File: src/rtl/addsub_nibble_sequencer.sv
// Multi-cycle add/subtract: one 4-bit slice per cycle, LSB nibble first,
// with a registered carry between nibbles; done pulses with result, cout and ovf.
module addsub_nibble_sequencer #(
  parameter int NIBBLES = 4
) (
  input  logic                 clk,
  input  logic                 rst,
  input  logic                 start,
  input  logic                 sub,
  input  logic [4*NIBBLES-1:0] a,
  input  logic [4*NIBBLES-1:0] b,
  output logic                 busy,
  output logic                 done,
  output logic [4*NIBBLES-1:0] result,
  output logic                 cout,
  output logic                 ovf
);

  localparam int W  = 4 * NIBBLES;
  localparam int IW = (NIBBLES > 1) ? $clog2(NIBBLES) : 1;

  typedef enum logic [1:0] {
    IDLE = 2'd0,
    RUN  = 2'd1,
    DONE = 2'd2
  } state_t;

  state_t          state;
  logic [W-1:0]    a_q;
  logic [W-1:0]    b_q;
  logic            sub_q;
  logic            carry;
  logic [IW-1:0]   idx;

  logic [3:0]      a_nib;
  logic [3:0]      b_nib;
  logic [3:0]      sum_nib;
  logic            carry_nxt;
  logic            last;
  logic            ovf_nxt;

  // Handshake: start is accepted on a rising edge only when busy==0 (IDLE or
  // DONE); busy stays high while nibbles run; done is a one-cycle pulse and
  // result/cout/ovf hold from then until the next accepted start.

  // Subtraction is A + ~B + 1: the slice inverts B and the carry is seeded with sub.
  always_comb begin
    a_nib     = a_q[int'(idx)*4 +: 4];
    b_nib     = b_q[int'(idx)*4 +: 4] ^ {4{sub_q}};
    {carry_nxt, sum_nib} = {1'b0, a_nib} + {1'b0, b_nib} + {4'b0000, carry};
    last      = (idx == IW'(NIBBLES - 1));
    ovf_nxt   = (a_q[W-1] == (b_q[W-1] ^ sub_q)) && (sum_nib[3] != a_q[W-1]);
  end

  always_ff @(posedge clk) begin
    if (rst) begin
      state  <= IDLE;
      busy   <= 1'b0;
      done   <= 1'b0;
      result <= '0;
      cout   <= 1'b0;
      ovf    <= 1'b0;
      a_q    <= '0;
      b_q    <= '0;
      sub_q  <= 1'b0;
      carry  <= 1'b0;
      idx    <= '0;
    end else begin
      done <= 1'b0;
      case (state)
        IDLE, DONE: begin
          if (start) begin
            a_q    <= a;
            b_q    <= b;
            sub_q  <= sub;
            carry  <= sub;
            idx    <= '0;
            result <= '0;
            busy   <= 1'b1;
            state  <= RUN;
          end else begin
            state  <= IDLE;
          end
        end
        RUN: begin
          result[int'(idx)*4 +: 4] <= sum_nib;
          carry <= carry_nxt;
          idx   <= idx + 1'b1;
          if (last) begin
            // Final nibble carries the sign bit, so cout/ovf are captured here.
            cout  <= carry_nxt;
            ovf   <= ovf_nxt;
            done  <= 1'b1;
            busy  <= 1'b0;
            state <= DONE;
          end
        end
        default: begin
          busy  <= 1'b0;
          state <= IDLE;
        end
      endcase
    end
  end

endmodule

File: config.mk
export PLATFORM = sky130hd
export DESIGN_NAME = addsub_nibble_sequencer
export DESIGN_NICKNAME = d
export VERILOG_FILES = /design/src/rtl/addsub_nibble_sequencer.sv
export SDC_FILE = /design/constraint.sdc
export NUM_CORES = 1
export LEC_CHECK = 0
export CORE_UTILIZATION = 44
export CTS_CLUSTER_SIZE = 24
export DETAILED_ROUTE_END_ITERATION = 10
export GPL_TIMING_DRIVEN = 1
export PLACE_DENSITY = 0.73
export SLEW_MARGIN = 20
export SYNTH_ARGS = -nofsm -noshare
export SYNTH_HDL_FRONTEND = slang
export SYNTH_SLANG_ARGS = --single-unit
File: constraint.sdc
create_clock -name clk -period 3.8 [get_ports clk]
set_input_delay 0.38 -clock clk [delete_from_list [all_inputs] [get_ports clk]]
set_output_delay 0.38 -clock clk [all_outputs]
set_load 0.02 [all_outputs]
==> results.cfg, run 1 <==
[detailed_routing]
firstDrtPassIters = 4
route.detailed.drc = 0
routed_wl_um = 5440
vias_per_cell = 5.21
drt_iter0_markers = 150
wire_per_inst_um = 13.3
ant_nets = 0
vias = 2126

[clock_tree]
cts_root_buf = clkbuf_8
clock_latency_ns = 0.34
htreeDepth = 3
clkSinkCount = 58
postCtsHoldBufs = 0
cts_tree = done
cts_made_buffers = 9
cts_buffer_depth = 2
post_cts_buffers = 0
cts_resized = 0
clk_pin_slew_ns = 0.07

[hold_path]
hold_path_class = flip-flop to flip-flop

[critical_path]
worst-setup-path-type = flip-flop to flip-flop
critPathRequiredTime_ns = 4.04
timing.rr.start = idx[0]
rrSetupSlack_ns = 0.69
cp_top_family = flip-flops
crit_fanout = 9
endpoint = ovf
cp.arrival_ns = 3.35
slowest_stage = dfxtp_1
cp_num_buf_inv = 0
cp.depth = 7
worst_setup_path_start_kind = flip-flop
end_kind = flip-flop
timing.rr.end = ovf
max_stage_delay_ns = 0.66
crit_path_cell_trace = mux4_2 -> xor2_1 -> ha_1 -> and3b_1 -> or3_1 -> a211o_1 -> a311oi_1
cp-startpoint = idx[0]
r2r_cells = 7

[sta]
finalCritPeriodShare_pct = 81.9
min_period_ns = 3.11
tightest_slew_ns = 1.01
fmax_mhz = 321
finalSetupTns_ns = 0
hold_viol = 0
whs_ns = 0.453
setup_viol = 0
skew_ns = 0.00798
setup_ws_ns = 0.686
drv_slew = 0
rsz0062_at_grt = no
slew_headroom_pct = 32.6

[placed_design]
gp_congestion = 0.802
placed_area_um2 = 3070
port_buffers = 55
hpwl_um = 3840
dpl.cell_count = 393
pre_cts_ws_ns = 0.736

[synth]
netlist_area_um2 = 2490
yosys-top-cells-area = dfxtp_1 (47%), nand2_1 (11%), a21oi_1 (8.0%), mux4_2 (7.2%), a22oi_1 (3.9%)
yosysUniqueCellTypes = 31
async_flop_share_pct = 0
syn_inst = 282
ys_ff_latch = 58
synth_top_cell_by_area = dfxtp_1
synth_nets = 327
synth_top_cell_area_share_pct = 46.6
ys_seq_area_share_pct = 46.6
synth.yosys.warnings = 0
avgSynthCellArea_um2 = 8.83
synth_edf_count = 0
synth_top_flop_cell = dfxtp_1

[floorplanning]
dieWidth_um = 77.2
initial_core_util_pct = 45.5
num_rows = 27
die_area_um2 = 5960
io-pin-count = 56
core_area_um2 = 5470
die_h_um = 77.2

[final_layout]
fillCellCount = 508
nets = 377
final_util_pct = 59.4
drive_above_1_share_pct = 8.63
final_area_um2 = 3250
n_antenna_cell = 0
final_cells = 408
area_growth_pct = 30.7

[run_status]
status = completed

[power_and_ir_drop]
leakagePower_nw = 1.24
power_density_nw_per_um2 = 432
power_mw = 1.41
peakVddDrop_mv = 0.271

[global_routing]
grt_overflow = 0
grt_start_max_net_pins = 59
grt_first_pass_wirelength_um = 9230
antenna_found_initial = 0
grt_pass1_vias = 2015
groute.usage.overall_pct = 20.4

[job]
maxCapViolCount = 0
## worst min-delay path by stage
stage | start | to | slack (ns) | cells past startpoint
global placement | a_q[1] | a_q[1] | 0.44 | 2
finish | b_q[12] | b_q[12] | 0.45 | 2
detailed placement | a_q[10] | a_q[10] | 0.45 | 2
floorplan | a_q[10] | a_q[10] | 0.43 | 2
CTS | a_q[10] | a_q[10] | 0.46 | 2
global route | a_q[4] | a_q[4] | 0.48 | 2
## layout make-up
type                       count  area, um2  area share [%]
clock buffer                  12        145            4.46
clock inverter                 3       40.0            1.23
inverter                       7       26.3           0.808
multi-input combinational    197       1210            37.3
sequential                    58       1160            35.7
tap                           72       90.1            2.77
timing repair buffer          59        576            17.7
## synth_stat cells, drive strengths merged, types with 7 or more instances
master and instances:
a21oi 40, a22oi 13, buf 9, clkbuf 11, dfxtp 58, ha 7
inv 7, mux4 8, nand2 70, nor2 23
## sequential cells by signal (all words and copies together), names as in the netlist, 2 cells and up
register	count
state	2
b_q	16
idx	2
result	16
a_q	16
## placed cells by master (no fill, tap or decap), drive strengths merged
master / count
nand2: 70
dfxtp: 58
clkdlybuf4s50: 54
a21oi: 40
nor2: 23
a22oi: 13
clkbuf: 12
mux4: 8
inv: 7
ha: 7
buf: 5
xor2: 4
a32oi: 4
nor2b: 4
and3: 3
nand2b: 3
xnor2: 2
and3b: 2
a21o: 2
o21ai: 2
fa: 2
clkinv: 2
nor4bb: 1
or3: 1
nor4b: 1
a211oi: 1
nand4: 1
a211o: 1
a311oi: 1
a31oi: 1
bufinv: 1
## power breakdown
part	switching, mW	internal (mW)	leakage [nW]
Sequential	0.0213	0.636	0.473
Clock	0.229	0.315	0.0962
Combinational	0.107	0.0964	0.674
## kinds of logic after synthesis
family	share of synthesized area (%)
AND/OR/NAND/NOR	18.5
buffers and inverters	4.67
XOR/XNOR	2.11
AO/OA/AOI/OAI	15.7
adder cells (fa/ha/maj)	5.13
multiplexers	7.24
flip-flops	46.6
## worst register-to-register path: stages (launching register included)
cell and delay (ns):
dfxtp_1 0.66, mux4_2 0.59, xor2_1 0.27, ha_1 0.28, and3b_1 0.18, or3_1 0.45, a211o_1 0.32, a311oi_1 0.26
## per-layer routing
metal / vias to the layer above / global-route usage [%] / wire length [um] / share of wire (%)
li1: 1057 / - / - / -
met1: 966 / 24.6 / 2360 / 43
met2: 91 / 32.7 / 2590 / 48
met3: 12 / 7.50 / 390 / 7.2
met4: 0 / 8.11 / 98 / 1.8
met5: - / 0 / 0 / 0
No activity file was read; power rests on OpenSTA's default activity.
==> inputs of run 2 (changes only) <==
Settings changed: PLACE_DENSITY 0.73 to 0.76.
Clock period 3.8 ns to 2.5 ns, I/O delays scaled along.
==> run 2 against run 1 <==
Compared with the run above: highest routed layer unchanged; sequential power grew 52%; critical endpoint unchanged; core utilization rose by 2.7 points; sequential share of layout area fell by 1.5 points; global-route usage increased by 0.46 points; routed wire length rose by 4.3%; final cell count grew 2.9%; the run now ends with negative setup slack left; clock-buffer cell count is 2 higher; worst setup slack got worse by 0.76 ns; non-clock buffer count rose by 11.
==> results.cfg, run 2 (synthesized netlist as in run 1, its figures left out) <==
[critical_path]
cp_num_buf_inv = 0
worst-setup-path-type = flip-flop to flip-flop
crit_fanout = 6
cp.arrival_ns = 2.81
crit_path_cell_trace = mux4_2 -> xor2_1 -> ha_1 -> a21o_2 -> or3_4 -> a211o_1 -> a311oi_2
r2r_cells = 7
max_stage_delay_ns = 0.51
rrSetupSlack_ns = -0.07
critPathRequiredTime_ns = 2.74
worst_setup_path_start_kind = flip-flop
slowest_stage = mux4_2
timing.rr.end = ovf
cp_top_family = compound AO/OA/AOI/OAI gates
end_kind = flip-flop
timing.rr.start = idx[0]

[detailed_routing]
ant_nets = 0
wl_met1_um = 2660
drt_iter0_markers = 90
vias_per_cell = 5.16
highest_layer = met4
vias = 2168
route.detailed.drc = 0
wl_met2_um = 2630
firstDrtPassIters = 4
routed_wl_um = 5680
wire_per_inst_um = 13.5
dr_wl_met3_um = 294

[floorplanning]
core_area_um2 = 5470
die_area_um2 = 5960
initial_core_util_pct = 45.5
dieWidth_um = 77.2
die_h_um = 77.2
num_rows = 27
io-pin-count = 56

[sta]
min_period_ns = 2.57
hold_viol = 0
rsz0062_at_grt = yes
tightest_slew_ns = 1.03
skew_ns = 0.00525
drv_slew = 0
slew_headroom_pct = 31.5
finalCritPeriodShare_pct = 103
setup_ws_ns = -0.0717
setup_viol = 4
fmax_mhz = 389

[power_and_ir_drop]
leakagePower_nw = 1.31
peakVddDrop_mv = 0.326
power_density_nw_per_um2 = 652
power_mw = 2.22

[clock_tree]
postCtsHoldBufs = 0
cts_tree = done
cts_buffer_depth = 2
clkSinkCount = 58
clk_pin_slew_ns = 0.06
clock_latency_ns = 0.34
cts_root_buf = clkbuf_8
cts_made_buffers = 9
htreeDepth = 3

[placed_design]
pre_cts_ws_ns = -0.0986
placed_area_um2 = 3160
gp_congestion = 0.887
hpwl_um = 3990
port_buffers = 55

[hold_path]
hold_depth = 2
min_to = a_q[5]
holdCritStartpoint = a_q[5]
hold_path_class = flip-flop to flip-flop

[global_routing]
grt_start_max_net_pins = 59
antenna_found_initial = 0
grt_first_pass_wirelength_um = 9650
grt_overflow = 0
grt_pass1_vias = 2004
groute.usage.overall_pct = 20.8

[final_layout]
nets = 388
fillCellCount = 472
largest_registers = a_q: 16 flops, b_q: 16 flops, result: 16 flops
seqCellArea_um2 = 1160
final_area_um2 = 3400
layout_commonest_cell = nand2_1
final_util_pct = 62.2
final_cell_mix = nand2_1 (70), dfxtp_1 (57), clkdlybuf4s50_1 (54), a21oi_1 (39), nor2_1 (23)
multi_input_area_um2 = 1260
n_antenna_cell = 0
area_growth_pct = 36.7
drive_above_1_share_pct = 14.9

[run_status]
violations = negative setup slack
status = finished with violations

[job]
maxCapViolCount = 0
==> run 2: cell type report <==
class                   instances  share of cell area (%)
flip-flops and latches         58                    34.2
inverters                       7                   0.772
clock buffers                  14                    4.78
repair buffers                 70                    19.4
multi-input cells             197                    37.1
well taps                      72                    2.65
clock inverters                 2                    1.03
==> run 2: worst max path at each step <==
stage | endpoint | cells past startpoint | startpoint | slack [ns]
floorplan | ovf | 9 | idx[0] | -0.10
global placement | ovf | 7 | idx[0] | 0.0005
detailed placement | ovf | 7 | idx[0] | -0.1
CTS | ovf | 7 | idx[0] | -0.09
global route | ovf | 7 | idx[0] | -0.14
finish | ovf | 7 | idx[0] | -0.07
==> run 2: metrics by stage <==
| step | TNS (ns) | std cells | hold WS [ns] |
|---|---|---|---|
| 2_1_floorplan | -0.105 | 282 | 0.386 |
| 3_3_place_gp | 0 | 403 | 0.441 |
| 3_5_place_dp | -0.231 | 403 | 0.445 |
| 4_1_cts | -0.234 | 419 | 0.452 |
| 5_1_grt | -0.958 | 420 | 0.464 |
| 6_report | -0.0998 | 420 | 0.454 |
==> run 2: repair_timing <==
| item | in CTS | in global routing |
|---|---|---|
| pin swaps | 2 | 2 |
| buffers inserted | 0 | 1 |
| gates resized for setup | 3 | 6 |
| endpoints found under the setup margin | 7 | 15 |
==> run 2: layer usage <==
layer | up-vias | global-route usage, %
li1 | 1079 | -
met1 | 1001 | 28.1
met2 | 80 | 31.2
met3 | 8 | 4.52
met4 | 0 | 10.6
met5 | - | 0
==> run 2: report_power, final <==
group          internal (mW)  switching, mW  leakage (nW)
Combinational          0.181          0.183         0.733
Sequential             0.967         0.0309         0.474
Clock                  0.514          0.343         0.101
==> run 2: worst min-delay path: stages (launching register included) <==
cell     delay (ns)
dfxtp_1        0.31
nand2_1        0.05
a21oi_1        0.05
==> inputs of run 3 (changes only) <==
Settings changed: CTS_BUF_LIST from default to sky130_fd_sc_hd__clkbuf_4, RECOVER_POWER from default to 100.
==> run 3 against run 2 <==
Compared with the run above: non-clock buffer count stayed put; routed wire length is 1.9% lower; flip-flop and latch count stayed put; clock power is 24% lower; register-to-register slack hardly changed; clock-buffer cell count is 2 lower; global-route usage is 0.18 points lower; the run still ends with negative setup slack left; power is 9.8% lower; worst setup slack hardly changed; core utilization is 1.4 points lower; final cell count stayed put; maximum frequency hardly changed.
==> results.cfg, run 3 (synthesized netlist as in run 1, its figures left out) <==
[detailed_routing]
wire_per_inst_um = 13.3
drt_iter0_markers = 99
firstDrtPassIters = 5
route.detailed.drc = 0
vias = 2174
vias_per_cell = 5.18
routed_wl_um = 5570
ant_nets = 0

[clock_tree]
postCtsHoldBufs = 0
htreeDepth = 3
cts_tree = done
cts_root_buf = clkbuf_4
clock_latency_ns = 0.40
cts_buffer_depth = 2
cts_made_buffers = 9
clkSinkCount = 58
clk_pin_slew_ns = 0.09

[power_and_ir_drop]
internal_power_mw = 1.47
combPwrFrac_pct = 17.9
p_switching_uw = 528
power.share.clock_pct = 32.4
peakVddDrop_mv = 0.365
power_mw = 2.00
leakagePower_nw = 1.34
power_switching_share_pct = 26.4
power_density_nw_per_um2 = 602
power_frac_seq_pct = 49.7

[global_routing]
grt_pass1_vias = 2002
groute.usage.overall_pct = 20.6
grt_overflow = 0
grt_start_max_net_pins = 59
antenna_found_initial = 0
grt_first_pass_wirelength_um = 9540

[final_layout]
area_growth_pct = 33.7
final_cell_mix = nand2_1 (70), dfxtp_1 (57), a21oi_1 (39), clkdlybuf4s50_1 (34), nor2_1 (23)
layout_commonest_cell = nand2_1
largest_registers = a_q: 16 flops, b_q: 16 flops, result: 16 flops
final_area_um2 = 3330
final_cells = 420
drive_above_1_share_pct = 14.7
nets = 388
n_antenna_cell = 0

[critical_path]
timing.rr.start = idx[0]
r2r_cells = 7
rrSetupSlack_ns = -0.07
end_kind = flip-flop
worst_setup_path_start_kind = flip-flop
critPathRequiredTime_ns = 2.80
endpoint = ovf
timing.rr.end = ovf
worst-setup-path-type = flip-flop to flip-flop
cp.arrival_ns = 2.87
crit_fanout = 6
cp-startpoint = idx[0]

[sta]
rsz0062_at_grt = yes
min_period_ns = 2.57
fmax_mhz = 389
drv_slew = 0
finalSetupTns_ns = -0.0807
finalCritPeriodShare_pct = 103
hold_viol = 0
tightest_slew_ns = 1.42
skew_ns = 0.0194
setup_ws_ns = -0.0713
slew_headroom_pct = 5.31
setup_viol = 3

[floorplanning]
die_area_um2 = 5960
core_area_um2 = 5470
initial_core_util_pct = 45.5
die_h_um = 77.2
dieWidth_um = 77.2
io-pin-count = 56
num_rows = 27

[run_status]
status = finished with violations
violations = negative setup slack

[placed_design]
placed_area_um2 = 3160
port_buffers = 55
gp_congestion = 0.887
pre_cts_ws_ns = -0.0986
hpwl_um = 3990
dpl.cell_count = 403

[hold_path]
hold_path_class = input port to flip-flop

[job]
maxCapViolCount = 0
==> run 3: critical path: stages (launching register included) <==
cell and delay, ns:
dfxtp_4 0.41, mux4_2 0.51, xor2_1 0.16, ha_1 0.33, a21o_2 0.21, or3_4 0.36
a211o_1 0.28, a311oi_2 0.22
==> run 3: worst min-delay path by stage <==
stage	startpoint	to	slack, ns	depth (start not counted)
global placement	b_q[2]	b_q[2]	0.44	2
global route	b[12]	b_q[12]	0.38	3
CTS	a[11]	a_q[11]	0.37	3
floorplan	a[0]	a_q[0]	0.39	2
finish	a[11]	a_q[11]	0.39	3
detailed placement	a_q[8]	a_q[8]	0.45	2
==> run 3: final cells by class <==
class / count / area (um2)
timing repair buffer: 70 / 652
tap: 72 / 90.1
clock inverter: 4 / 42.5
clock buffer: 12 / 90.1
sequential: 58 / 1160
multi-input combinational: 197 / 1260
fill: 488 / 2140
inverter: 7 / 26.3
==> run 3: layer usage <==
metal / part of all wire (%) / routed length, um / GRT usage [%] / vias up
li1: - / - / - / 1084
met4: 1.4 / 77 / 7.92 / 0
met2: 47 / 2620 / 30.5 / 66
met3: 5.2 / 288 / 6.55 / 8
met5: 0 / 0 / 0 / -
met1: 46 / 2580 / 27.9 / 1016
==> run 3: through the flow <==
| step | hold WS, ns | utilization, % |
|---|---|---|
| finish | 0.392 | 60.8 |
| global route | 0.379 | 60.8 |
| CTS | 0.375 | 60.4 |
| detailed placement | 0.445 | 57.7 |
| global placement | 0.441 | 57.7 |
| floorplan | 0.386 | - |
==> run 3: what timing repair did <==
item | CTS | global route
setup buffers | 0 | 1
gates resized for setup | 2 | 7
setup endpoints to repair | 6 | 15
endpoints found under the hold margin | 0 | 0
pin swaps | 2 | 2
==> run 3: power by group through the flow <==
stage	Clock [mW]	Sequential (mW)	Combinational [mW]
floorplan	0	1.01	0.204
global placement	0	1.02	0.336
detailed placement	0	1.02	0.346
CTS	0.658	0.996	0.352
global route	0.702	1.00	0.392
finish	0.648	0.996	0.358
